### config.mk
export PLATFORM = sky130hd
export DESIGN_NAME = mbist_march_ctrl
export DESIGN_NICKNAME = d
export VERILOG_FILES = /design/src/rtl/mbist_march_ctrl.sv
export SDC_FILE = /design/constraint.sdc
export NUM_CORES = 1
export LEC_CHECK = 0
export ABC_AREA = 1
export CAP_MARGIN = 20
export CELL_PAD_IN_SITES_DETAIL_PLACEMENT = 0
export CELL_PAD_IN_SITES_GLOBAL_PLACEMENT = 2
export CORE_MARGIN = 4
export CORE_UTILIZATION = 32
export CTS_CLUSTER_DIAMETER = 80
export CTS_CLUSTER_SIZE = 40
export DETAILED_ROUTE_END_ITERATION = 10
export PLACE_DENSITY = 0.85
export RECOVER_POWER = 100
export SLEW_MARGIN = 20
export SYNTH_ARGS = -nofsm -noshare
export SYNTH_HDL_FRONTEND = slang
export SYNTH_SLANG_ARGS = --single-unit
### constraint.sdc
create_clock -name clk -period 3.85 [get_ports clk]
set_input_delay 0.9625 -clock clk [delete_from_list [all_inputs] [get_ports clk]]
set_output_delay 0.9625 -clock clk [all_outputs]
set_load 0.005 [all_outputs]
### src/rtl/mbist_march_ctrl.sv
// March C- MBIST engine driving a single-port synchronous memory and checking its registered read data.
// Optional MBIST_FAIL_STOP_EN: stop the test and report done on the first mismatch.
module mbist_march_ctrl #(
  parameter int unsigned DATA_WIDTH = 8,
  parameter int unsigned ADDR_WIDTH = 4,
  parameter int unsigned CAPACITY   = 15
) (
  input  logic                  clk,
  input  logic                  rst_n,
  input  logic                  start,
  output logic                  busy,
  output logic                  done,
  output logic                  fail,
  output logic [ADDR_WIDTH-1:0] fail_addr,
  output logic [DATA_WIDTH-1:0] fail_syndrome,
  output logic                  write_read,
  output logic [ADDR_WIDTH-1:0] address,
  output logic [DATA_WIDTH-1:0] wdata,
  input  logic [DATA_WIDTH-1:0] rdata
);

  localparam logic [ADDR_WIDTH-1:0] LAST_ADDR = ADDR_WIDTH'(CAPACITY);
  localparam logic [ADDR_WIDTH-1:0] ADDR_ONE  = ADDR_WIDTH'(1);
  localparam logic [DATA_WIDTH-1:0] BG0       = '0;
  localparam logic [DATA_WIDTH-1:0] BG1       = '1;

  typedef enum logic [3:0] {
    S_IDLE  = 4'd0,
    S_M0    = 4'd1,
    S_M1    = 4'd2,
    S_M2    = 4'd3,
    S_M3    = 4'd4,
    S_M4    = 4'd5,
    S_M5    = 4'd6,
    S_FLUSH = 4'd7,
    S_DONE  = 4'd8
  } state_e;

  state_e                state_q, state_d;
  logic [ADDR_WIDTH-1:0] addr_q, addr_d;
  logic                  phase_q, phase_d;
  logic                  busy_q, busy_d;
  logic                  done_q, done_d;
  logic                  fail_q, fail_d;
  logic [ADDR_WIDTH-1:0] fail_addr_q, fail_addr_d;
  logic [DATA_WIDTH-1:0] fail_syn_q, fail_syn_d;
  logic                  wr_q, wr_d;
  logic [ADDR_WIDTH-1:0] address_q, address_d;
  logic [DATA_WIDTH-1:0] wdata_q, wdata_d;

  // Two-stage compare pipeline: stage 0 = read issued, stage 1 = rdata valid next cycle.
  logic                  cmp0_v_q, cmp0_v_d;
  logic [DATA_WIDTH-1:0] cmp0_exp_q, cmp0_exp_d;
  logic [ADDR_WIDTH-1:0] cmp0_addr_q, cmp0_addr_d;
  logic                  cmp1_v_q, cmp1_v_d;
  logic [DATA_WIDTH-1:0] cmp1_exp_q, cmp1_exp_d;
  logic [ADDR_WIDTH-1:0] cmp1_addr_q, cmp1_addr_d;

  logic mismatch_c;
  logic last_c;
  logic op_active_c;

  function automatic logic elem_down(input state_e s);
    return (s == S_M3) || (s == S_M4);
  endfunction

  function automatic logic elem_pair(input state_e s);
    return (s == S_M1) || (s == S_M2) || (s == S_M3) || (s == S_M4);
  endfunction

  function automatic logic elem_op(input state_e s);
    return (s == S_M0) || (s == S_M5) || elem_pair(s);
  endfunction

  function automatic logic [DATA_WIDTH-1:0] read_bg(input state_e s);
    return ((s == S_M2) || (s == S_M4)) ? BG1 : BG0;
  endfunction

  function automatic logic [DATA_WIDTH-1:0] write_bg(input state_e s);
    return ((s == S_M1) || (s == S_M3)) ? BG1 : BG0;
  endfunction

  function automatic state_e next_elem(input state_e s);
    case (s)
      S_M0:    return S_M1;
      S_M1:    return S_M2;
      S_M2:    return S_M3;
      S_M3:    return S_M4;
      S_M4:    return S_M5;
      default: return S_FLUSH;
    endcase
  endfunction

  // Sequencing, compare and next-output computation.
  always_comb begin
    state_d     = state_q;
    addr_d      = addr_q;
    phase_d     = phase_q;
    busy_d      = busy_q;
    done_d      = done_q;
    fail_d      = fail_q;
    fail_addr_d = fail_addr_q;
    fail_syn_d  = fail_syn_q;
    cmp1_v_d    = cmp0_v_q;
    cmp1_exp_d  = cmp0_exp_q;
    cmp1_addr_d = cmp0_addr_q;

    mismatch_c = cmp1_v_q && (rdata != cmp1_exp_q);
    last_c     = elem_down(state_q) ? (addr_q == '0) : (addr_q == LAST_ADDR);

    if (mismatch_c) begin
      fail_d = 1'b1;
      if (!fail_q) begin
        fail_addr_d = cmp1_addr_q;
        fail_syn_d  = rdata ^ cmp1_exp_q;
      end
    end

    case (state_q)
      S_IDLE, S_DONE: begin
        if (start) begin
          state_d     = S_M0;
          addr_d      = '0;
          phase_d     = 1'b0;
          busy_d      = 1'b1;
          done_d      = 1'b0;
          fail_d      = 1'b0;
          fail_addr_d = '0;
          fail_syn_d  = '0;
        end
      end
      S_M0, S_M5: begin
        if (last_c) begin
          state_d = next_elem(state_q);
          addr_d  = '0;
        end else begin
          addr_d = addr_q + ADDR_ONE;
        end
      end
      S_M1, S_M2, S_M3, S_M4: begin
        if (!phase_q) begin
          phase_d = 1'b1;
        end else begin
          phase_d = 1'b0;
          if (last_c) begin
            state_d = next_elem(state_q);
            addr_d  = elem_down(next_elem(state_q)) ? LAST_ADDR : '0;
          end else if (elem_down(state_q)) begin
            addr_d = addr_q - ADDR_ONE;
          end else begin
            addr_d = addr_q + ADDR_ONE;
          end
        end
      end
      S_FLUSH: begin
        // The last read's compare lands on this edge once stage 0 has drained.
        if (!cmp0_v_q) begin
          state_d = S_DONE;
          busy_d  = 1'b0;
          done_d  = 1'b1;
        end
      end
      default: begin
        state_d = S_IDLE;
        busy_d  = 1'b0;
      end
    endcase

`ifdef MBIST_FAIL_STOP_EN
    if (mismatch_c && !fail_q) begin
      state_d  = S_DONE;
      addr_d   = '0;
      phase_d  = 1'b0;
      busy_d   = 1'b0;
      done_d   = 1'b1;
      cmp1_v_d = 1'b0;
    end
`endif

    op_active_c = elem_op(state_d);
    wr_d        = op_active_c && ((state_d == S_M0) || (elem_pair(state_d) && phase_d));
    address_d   = op_active_c ? addr_d : '0;
    wdata_d     = wr_d ? write_bg(state_d) : '0;
    cmp0_v_d    = op_active_c && !wr_d;
    cmp0_exp_d  = read_bg(state_d);
    cmp0_addr_d = addr_d;
  end

  always_ff @(posedge clk or negedge rst_n) begin
    if (!rst_n) begin
      state_q     <= S_IDLE;
      addr_q      <= '0;
      phase_q     <= 1'b0;
      busy_q      <= 1'b0;
      done_q      <= 1'b0;
      fail_q      <= 1'b0;
      fail_addr_q <= '0;
      fail_syn_q  <= '0;
      wr_q        <= 1'b0;
      address_q   <= '0;
      wdata_q     <= '0;
      cmp0_v_q    <= 1'b0;
      cmp0_exp_q  <= '0;
      cmp0_addr_q <= '0;
      cmp1_v_q    <= 1'b0;
      cmp1_exp_q  <= '0;
      cmp1_addr_q <= '0;
    end else begin
      state_q     <= state_d;
      addr_q      <= addr_d;
      phase_q     <= phase_d;
      busy_q      <= busy_d;
      done_q      <= done_d;
      fail_q      <= fail_d;
      fail_addr_q <= fail_addr_d;
      fail_syn_q  <= fail_syn_d;
      wr_q        <= wr_d;
      address_q   <= address_d;
      wdata_q     <= wdata_d;
      cmp0_v_q    <= cmp0_v_d;
      cmp0_exp_q  <= cmp0_exp_d;
      cmp0_addr_q <= cmp0_addr_d;
      cmp1_v_q    <= cmp1_v_d;
      cmp1_exp_q  <= cmp1_exp_d;
      cmp1_addr_q <= cmp1_addr_d;
    end
  end

  assign busy          = busy_q;
  assign done          = done_q;
  assign fail          = fail_q;
  assign fail_addr     = fail_addr_q;
  assign fail_syndrome = fail_syn_q;
  assign write_read    = wr_q;
  assign address       = address_q;
  assign wdata         = wdata_q;

endmodule

Yosys cells after proc, flatten, opt, wreduce, memory -nomap -nowiden
Cells that the tools add are included.
W data, S select, Z words.
{ "classes": {"add_sub_neg": 2, "n_eq_ne": 20, "mux": 41, "n_bitwise": 2, "n_reduce_logical": 24} }
{ "op_table": {"columns": ["operator", "n"], "rows": [
  ["$mux W4", 18],
  ["$mux W8", 7],
  ["$eq A4 B3 Y1 const B", 9],
  ["$eq A4 B2 Y1 const B", 4],
  ["$pmux W4 S4", 1],
  ["$pmux W3 S5", 1],
  ["$pmux W4 S3", 1],
  ["$logic_or A1 B1 Y1", 10],
  ["$mux W1", 10],
  ["$eq A4 B1 Y1 const B", 2],
  ["$eq A4 B4 Y1 const B", 2],
  ["$logic_not A4 Y1", 2],
  ["$ne A8 B8 Y1", 1],
  ["$xor A8 B8 Y8", 1],
  ["$reduce_and A3 Y1", 2],
  ["$reduce_or A6 Y1", 1],
  ["$add A4 B1 Y4 const B", 1],
  ["$logic_and A1 B1 Y1", 4],
  ["$ne A2 B2 Y1 const B", 2],
  ["$pmux W1 S2", 2],
  ["$reduce_or A2 Y1", 2],
  ["$reduce_or A4 Y1", 1],
  ["$sub A4 B1 Y4 const B", 1],
  ["$pmux W1 S3", 1],
  ["3 further kinds", 3]
]} }
{ "totals": {"regBits": 59, "output_inout_bits": 28, "wordCells": 105} }

Logic depth before layout (Yosys ltp)
Gate-level depths: netlist (run 1).
{ "logic_depth": {"ltp_word": 15, "depth_mapped": 16, "ltp_nobuf": 16} }

Worst setup path before layout (run 1)
Ideal clock, no wire load.
{ "synth_path": {"path_type": "input port to flip-flop", "start": "input rdata[6]", "end": "register fail_addr_q[0] (netlist: fail_addr[0])", "setup_ns": 0.120, "arrival_time_ns": 1.916, "required_time_ns": 3.730, "slack_ns": 1.814, "stages": 7, "path_cell_list": "xor2_1 -> nor4_1 -> nand3_1 -> nand3_1 -> inv_2 -> o21ai_0 -> nor2_1"} }
{ "synth_between": {"elab_chain_len": 5} }
{ "synth_rtl": {"columns": ["element", "line", "text"], "rows": [
  ["from (decl)", "19", "input logic [DATA_WIDTH-1:0] rdata"],
  ["$ne A8 B8 Y1 *", "108", "mismatch_c = cmp1_v_q && (rdata != cmp1_exp_q);"],
  ["$logic_and A1 B1 Y1 *", "108", null],
  ["$mux W4 *", "111", "if (mismatch_c) begin"],
  ["$mux W4", "121", "if (start) begin"],
  ["$mux W4 *", "119", "case (state_q)"],
  ["via fail_addr_d[0]", "45", "logic [ADDR_WIDTH-1:0] fail_addr_q, fail_addr_d;"],
  ["to (signal assigned)", "215", "fail_addr_q <= fail_addr_d;"],
  ["to (decl)", "45", null]
]} }
Mark *: on every way through the listed nets, which the timed path passes. The rest lies on a longest branch.
A chain may end at the register's enable or synchronous reset.

Worst setup path in the final report (run 1)
{ "layout_path": {"start": "input rdata[6]", "end": "register fail_syn_q[7] (netlist: fail_syndrome[7])"} }
{ "layout_between": {"elab_chain_len": 5} }
{ "layout_rtl": {"columns": ["element", "line", "text"], "rows": [
  ["$ne A8 B8 Y1 *", "108", null],
  ["$logic_and A1 B1 Y1 *", "108", null],
  ["$mux W8 *", "111", null],
  ["$mux W8", "121", null],
  ["$mux W8 *", "119", null],
  ["via fail_syn_d[7]", "46", "logic [DATA_WIDTH-1:0] fail_syn_q, fail_syn_d;"],
  ["to (signal assigned)", "216", "fail_syn_q <= fail_syn_d;"],
  ["to (decl)", "46", null]
]} }
Marked as above.

==> impl_metrics.py, run 1 <==
metrics = {
    "min_path": {
        "hp-start": "cmp0_exp_q[6]",
        "hp-class": "reg -> reg",
    },
    "floorplan": {
        "die_x_microns": 89.56,
        "fp-row-count": 29,
        "num_io_pins": 39,
        "die-area_sq_um": 8020,
        "die_y_microns": 89.56,
        "floorplan.initialDensity_pct": 33.33,
        "core_area_sq_um": 6386,
    },
    "synth": {
        "synth_top_family_by_area": "simple AND/OR/NAND/NOR gates",
        "yosysUniqueCellTypes": 31,
        "seq_area_frac_synth_pct": 44.68,
        "synth_nets": 282,
        "syn_inst": 269,
        "synth_fa_ha_area_share_pct": 1.176,
        "synthMuxAreaShare_pct": 0,
        "synth_area_per_cell_sq_um": 7.912,
        "synth_seq_cells": 38,
        "yosys.area_share.xor_xnor_pct": 4.527,
        "yosys_warnings": 0,
        "synthSimpleGateAreaFrac_pct": 26.75,
        "synth_compound_area_share_pct": 12.52,
        "syn_area_sq_um": 2128,
    },
    "drt": {
        "first_pass_iters": 4,
        "ant_nets": 0,
        "wl_microns": 4752,
        "drtIter0Drc": 85,
        "via_per_inst": 4.659,
        "routedWlPerCell_microns": 12.47,
        "route.detailed.drc": 0,
        "vias": 1775,
    },
    "sta": {
        "layout_worst_path_cycle_share_pct": 69.54,
        "rsz0062_at_grt": "no",
        "slew_headroom_pct": -30.99,
        "hold_viol_final": 0,
        "setup_viol": 0,
        "holdWs_ps": 350.3,
        "clock_skew_ps": 1.946,
        "layout_min_cycle_time_ps": 2677,
        "drv_slew": 39,
        "worst_pin_slew_ps": 1965,
        "layout_setup_ws_ps": 1173,
        "fin_setup_tns_ps": 0,
        "fmax_mhz": 373.5,
    },
    "global_route": {
        "antenna_found_initial": 0,
        "grt_pass1_wl_microns": 8211,
        "grt_pass1_vias": 1838,
        "grt_max_degree": 39,
        "track_usage_pct": 13.12,
        "grt.overflow.total": 0,
    },
    "finish": {
        "syn_to_final_growth_pct": 22.40,
        "final_common_cell": "nand2_1",
        "final_cell_mix": "nand2_1, dfrtp_1, inv_1, dlygate4sd3_1, nor2_1",
        "ff_latch_area_sq_um": 950.9,
        "multi_input_area_sq_um": 923.4,
        "fillers": 666,
        "diodes": 0,
        "drive_above_1_share_pct": 9.539,
        "nets": 316,
        "layoutNonFillerInstCount": 381,
    },
    "power": {
        "p_switching_w": 0.0004423,
        "p_leak_nw": 1.368,
        "switching_share_pct": 35.02,
        "p_int_w": 0.0008207,
        "clockPowerShare_pct": 24.7,
        "cellPowerDensity_nw_per_um2": 484.8,
        "vdd_ir_drop_max_uv": 189.5,
        "p_comb_share_pct": 33.5,
        "power_frac_seq_pct": 41.8,
    },
    "place": {
        "place.gp.congestion": 0.8204,
        "dp_cells": 373,
        "place_ws_ps": 1082,
        "place_hpwl_microns": 3705,
        "io_buffers": 38,
    },
    "outcome": {
        "violations": "capacitance limit, slew limit",
        "status": "finished, violations left",
    },
    "critical_path": {
        "crit_path_start": "rdata[6]",
        "cp_max_fo": 10,
        "crit_required_ps": 4020,
        "cp-end-kind": "flip-flop",
        "crit_arrival_ps": 2850,
        "cp-start-kind": "input port",
        "worstSetupPathType": "in -> reg",
        "r2r-start": "cmp0_addr_q[0]",
    },
    "cts": {
        "cts_setup_buffers": 0,
        "clock-sinks": 38,
        "clk_latency_ps": 280,
        "ctsResizeCount": 0,
        "holdBufCountCts": 0,
        "numCtsBuffers": 5,
        "clockRootBuffer": "clkbuf_8",
        "clockBufferDepth": 2,
        "cts_tree": "built",
        "path_clk_slew_ps": 70,
        "htreeDepth": 2,
    },
    "run": {
        "maxCapViolations": 1,
    },
}
worst paths after layout:
kind,cells past startpoint,to,slack (ps)
hold reg to reg,0,cmp1_exp_q[6],350
setup / recovery,8,fail_syndrome[7],1170
setup reg to reg,14,cmp0_v_q,1600
hold / removal,0,cmp1_exp_q[6],350
min in group asynchronous,1,fail_addr[2],1230
max in group asynchronous,1,cmp0_v_q,1500
power by group through the flow:
stage	logic (W)	clock network, W	registers, W
3_5_place_dp	0.000446	0	0.000539
4_1_cts	0.000448	0.000324	0.000531
6_report	0.000424	0.000312	0.000528
2_1_floorplan	0.000314	0	0.000514
3_3_place_gp	0.000447	0	0.000537
5_1_grt	0.000495	0.000337	0.000542
area by class of cell:
type / instances / area share, %
Sequential cell: 38 / 36.50
Multi-Input combinational cell: 181 / 35.45
Tap cell: 77 / 3.698
Timing Repair Buffer: 39 / 14.65
Clock buffer: 8 / 4.227
Inverter: 38 / 5.476
worst max-delay path, stage by stage:
cell	delay [ps]
dlygate4sd3_1	550
xor2_1	160
nor4_1	280
nand3_1	120
nand3_1	270
inv_1	220
o21ai_0	190
nor2_1	70
logic make-up (layout without fill, tap and decap cells):
| kind of cell | count (synthesis) | in the layout |
|---|---|---|
| AO/OA/AOI/OAI | 45 | 45 |
| XOR/XNOR | 11 | 11 |
| adder cells (fa/ha/maj) | 2 | 2 |
| buffers and inverters | 50 | 85 |
| AND/OR/NAND/NOR | 123 | 123 |
| flip-flops | 38 | 38 |
sequential cells by signal, summed over array words and instances, names as in the netlist:
register       flops
cmp0_v_q           1
state_q            4
fail               1
cmp1_v_q           1
cmp0_addr_q        4
address            4
busy               1
write_read         1
cmp0_exp_q         1
cmp1_exp_q         1
phase_q            1
wdata              1
cmp1_addr_q        4
fail_syndrome      8
done               1
fail_addr          4
through the flow:
stage / utilization (%) / area, sq um / total power, W
after floorplan: - / 2128 / 0.0008281
after global placement: 39.62 / 2530 / 0.0009839
after detailed placement: 39.62 / 2530 / 0.0009849
after CTS: 41.34 / 2640 / 0.001303
after global routing: 40.79 / 2605 / 0.001374
final: 40.79 / 2605 / 0.001263
synth_stat cells (all sizes together):
| cell type | n | area share [%] |
|---|---|---|
| a211oi | 1 | 0.35 |
| a21oi | 13 | 3.9 |
| a31oi | 2 | 0.59 |
| and3 | 1 | 0.29 |
| buf | 10 | 3.3 |
| clkbuf | 2 | 0.35 |
| dfrtp | 38 | 45 |
| ha | 2 | 1.2 |
| inv | 38 | 6.7 |
| nand2 | 67 | 13 |
| nand3 | 20 | 5.6 |
| nand4 | 1 | 0.29 |
| nor2 | 32 | 6.7 |
| nor4 | 1 | 0.29 |
| o211ai | 1 | 0.35 |
| o21a | 1 | 0.35 |
| o21ai | 21 | 4.9 |
| o21bai | 3 | 1.1 |
| o22ai | 2 | 0.59 |
| o31ai | 1 | 0.35 |
| or2 | 1 | 0.29 |
| xnor2 | 5 | 2.1 |
| xor2 | 6 | 2.5 |
metal layers:
metal | vias to the layer above | routed length (microns) | GRT usage, %
li1 | 910 | - | -
met1 | 813 | 2166 | 15.10
met2 | 41 | 2204 | 23.54
met3 | 11 | 241 | 2.120
met4 | 0 | 139 | 6.089
met5 | - | 0 | 0
No activity file was read; power rests on OpenSTA's default activity.
==> inputs of run 2 (changes only) <==
CORE_UTILIZATION = 30   (was 32)
PLACE_DENSITY = 0.81   (was 0.85)
clock period = 2.5 ns   (was 3.85 ns; I/O delays follow)
==> impl_metrics.py, run 2 (synthesis gave the netlist of run 1 again) <==
metrics = {
    "outcome": {
        "status": "completed",
    },
    "global_route": {
        "antenna_found_initial": 0,
        "grt_max_degree": 39,
        "grt.overflow.total": 0,
        "grt_pass1_vias": 1731,
        "track_usage_pct": 12.28,
        "grt_pass1_wl_microns": 8383,
    },
    "finish": {
        "design_area_sq_um": 2678,
        "drive_above_1_share_pct": 11.15,
        "diodes": 0,
        "largest_reg_flops": 8,
        "final_common_cell": "nand2_1",
        "nets": 317,
        "final_util_pct": 39.19,
        "syn_to_final_growth_pct": 25.81,
        "final_cell_mix": "nand2_1, dfrtp_1, inv_1, dlygate4sd3_1, nor2_1",
    },
    "critical_path": {
        "ff2ff_path_depth": 12,
        "worstSetupPathType": "reg -> reg",
        "path_cells": "inv_1 -> nand3_1 -> nand2_1 -> nand2_1 -> a21oi_4 -> nor2_4 -> nor2_1 -> nand2_2 -> nand3_2 -> nand2_2 -> nand2_2 -> nor2_2",
        "cp-start-kind": "flip-flop",
        "cp-end-kind": "flip-flop",
        "cp_slowest_stage_delay_ps": 450,
        "rr_endpoint": "cmp0_v_q",
        "crit_top_cell": "nand2_2",
        "crit_arrival_ps": 2330,
        "cp_max_fo": 7,
        "slowest_stage": "dfrtp_1",
        "crit_required_ps": 2680,
        "ff2ff_setup_slack_ps": 350,
        "r2r-start": "state_q[1]",
    },
    "drt": {
        "drtIter0Drc": 74,
        "wl_microns": 4872,
        "ant_nets": 0,
        "first_pass_iters": 4,
        "via_per_inst": 4.377,
        "routedWlPerCell_microns": 12.15,
        "vias": 1755,
        "route.detailed.drc": 0,
    },
    "sta": {
        "drv_slew": 0,
        "hold_viol_final": 0,
        "fmax_mhz": 465.1,
        "slew_headroom_pct": 38.96,
        "layout_worst_path_cycle_share_pct": 86.00,
        "rsz0062_at_grt": "no",
        "layout_setup_ws_ps": 350.1,
        "layout_min_cycle_time_ps": 2150,
        "holdWs_ps": 351.2,
        "setup_viol": 0,
        "fin_setup_tns_ps": 0,
        "worst_pin_slew_ps": 915.6,
        "clock_skew_ps": 7.837,
    },
    "cts": {
        "htreeDepth": 2,
        "clk_latency_ps": 290,
        "path_clk_slew_ps": 80,
        "clockRootBuffer": "clkbuf_8",
        "numCtsBuffers": 5,
        "clock-sinks": 38,
        "holdBufCountCts": 0,
        "ctsResizeCount": 0,
        "cts_setup_buffers": 0,
        "clockBufferDepth": 2,
        "cts_tree": "built",
    },
    "power": {
        "p_leak_nw": 1.392,
        "cellPowerDensity_nw_per_um2": 781.3,
        "vdd_ir_drop_max_uv": 201.0,
    },
    "floorplan": {
        "fp-row-count": 30,
        "num_io_pins": 39,
        "die_x_microns": 92.23,
        "die_y_microns": 92.23,
        "floorplan.initialDensity_pct": 31.15,
        "core_area_sq_um": 6832,
        "die-area_sq_um": 8505,
    },
    "place": {
        "place.gp.congestion": 0.7751,
        "dpl_cell_area_sq_um": 2561,
        "place_hpwl_microns": 3749,
        "place_ws_ps": 206.4,
        "io_buffers": 38,
    },
    "min_path": {
        "hp-class": "reg -> reg",
        "min_path_cells": 0,
        "hp-start": "cmp0_exp_q[6]",
        "holdPathEnd": "cmp1_exp_q[6]",
    },
    "run": {
        "maxCapViolations": 0,
    },
}
## run 2: layer usage
metal | vias to the layer above | track usage, % | part of all wire (%)
met5 | - | 0 | 0
met4 | 0 | 4.084 | 1.4
met3 | 7 | 2.707 | 4.7
met2 | 38 | 20.62 | 47
met1 | 796 | 15.58 | 47
li1 | 914 | - | -
## run 2: worst max path at each step
stage,startpoint,endpoint,slack (ps),depth (start not counted)
detailed placement,rdata[6],fail_addr[2],210,8
CTS,cmp0_addr_q[0],cmp0_v_q,480,14
finish,state_q[1],cmp0_v_q,350,12
floorplan,cmp0_addr_q[0],cmp0_v_q,770,14
global placement,rdata[6],fail_addr[2],230,8
global route,state_q[1],cmp0_v_q,160,12
## run 2: cell type report
type / instances / area (sq um)
clock buffers: 5 / 68.82
fillers: 751 / 4154
flip-flops and latches: 38 / 950.9
repair buffers: 40 / 386.6
inverters: 38 / 142.6
clock inverters: 3 / 68.82
multi-input cells: 181 / 939.7
well taps: 96 / 120.1
## run 2: per-stage QoR
step           cells  power (W)
2_1_floorplan    269   0.001275
3_3_place_gp     393   0.001524
3_5_place_dp     393   0.001527
4_1_cts          401   0.002158
5_1_grt          401   0.002273
6_report         401   0.002092
## run 2: critical path: cells and delay by family, from the launching register on
kind | cells | cell delay [ps]
AOI/OAI and AO/OA | 1 | 200
buffers and inverters | 1 | 170
DFF | 1 | 450
and+or+nand+nor | 10 | 1220
## run 2: power breakdown
group | switching, W | internal (W) | leakage [nW] | total [W]
Clock | 0.000217 | 0.000400 | 0.0683 | 0.000617
Sequential | 0.0000890 | 0.000724 | 0.514 | 0.000813
Combinational | 0.000395 | 0.000267 | 0.809 | 0.000662
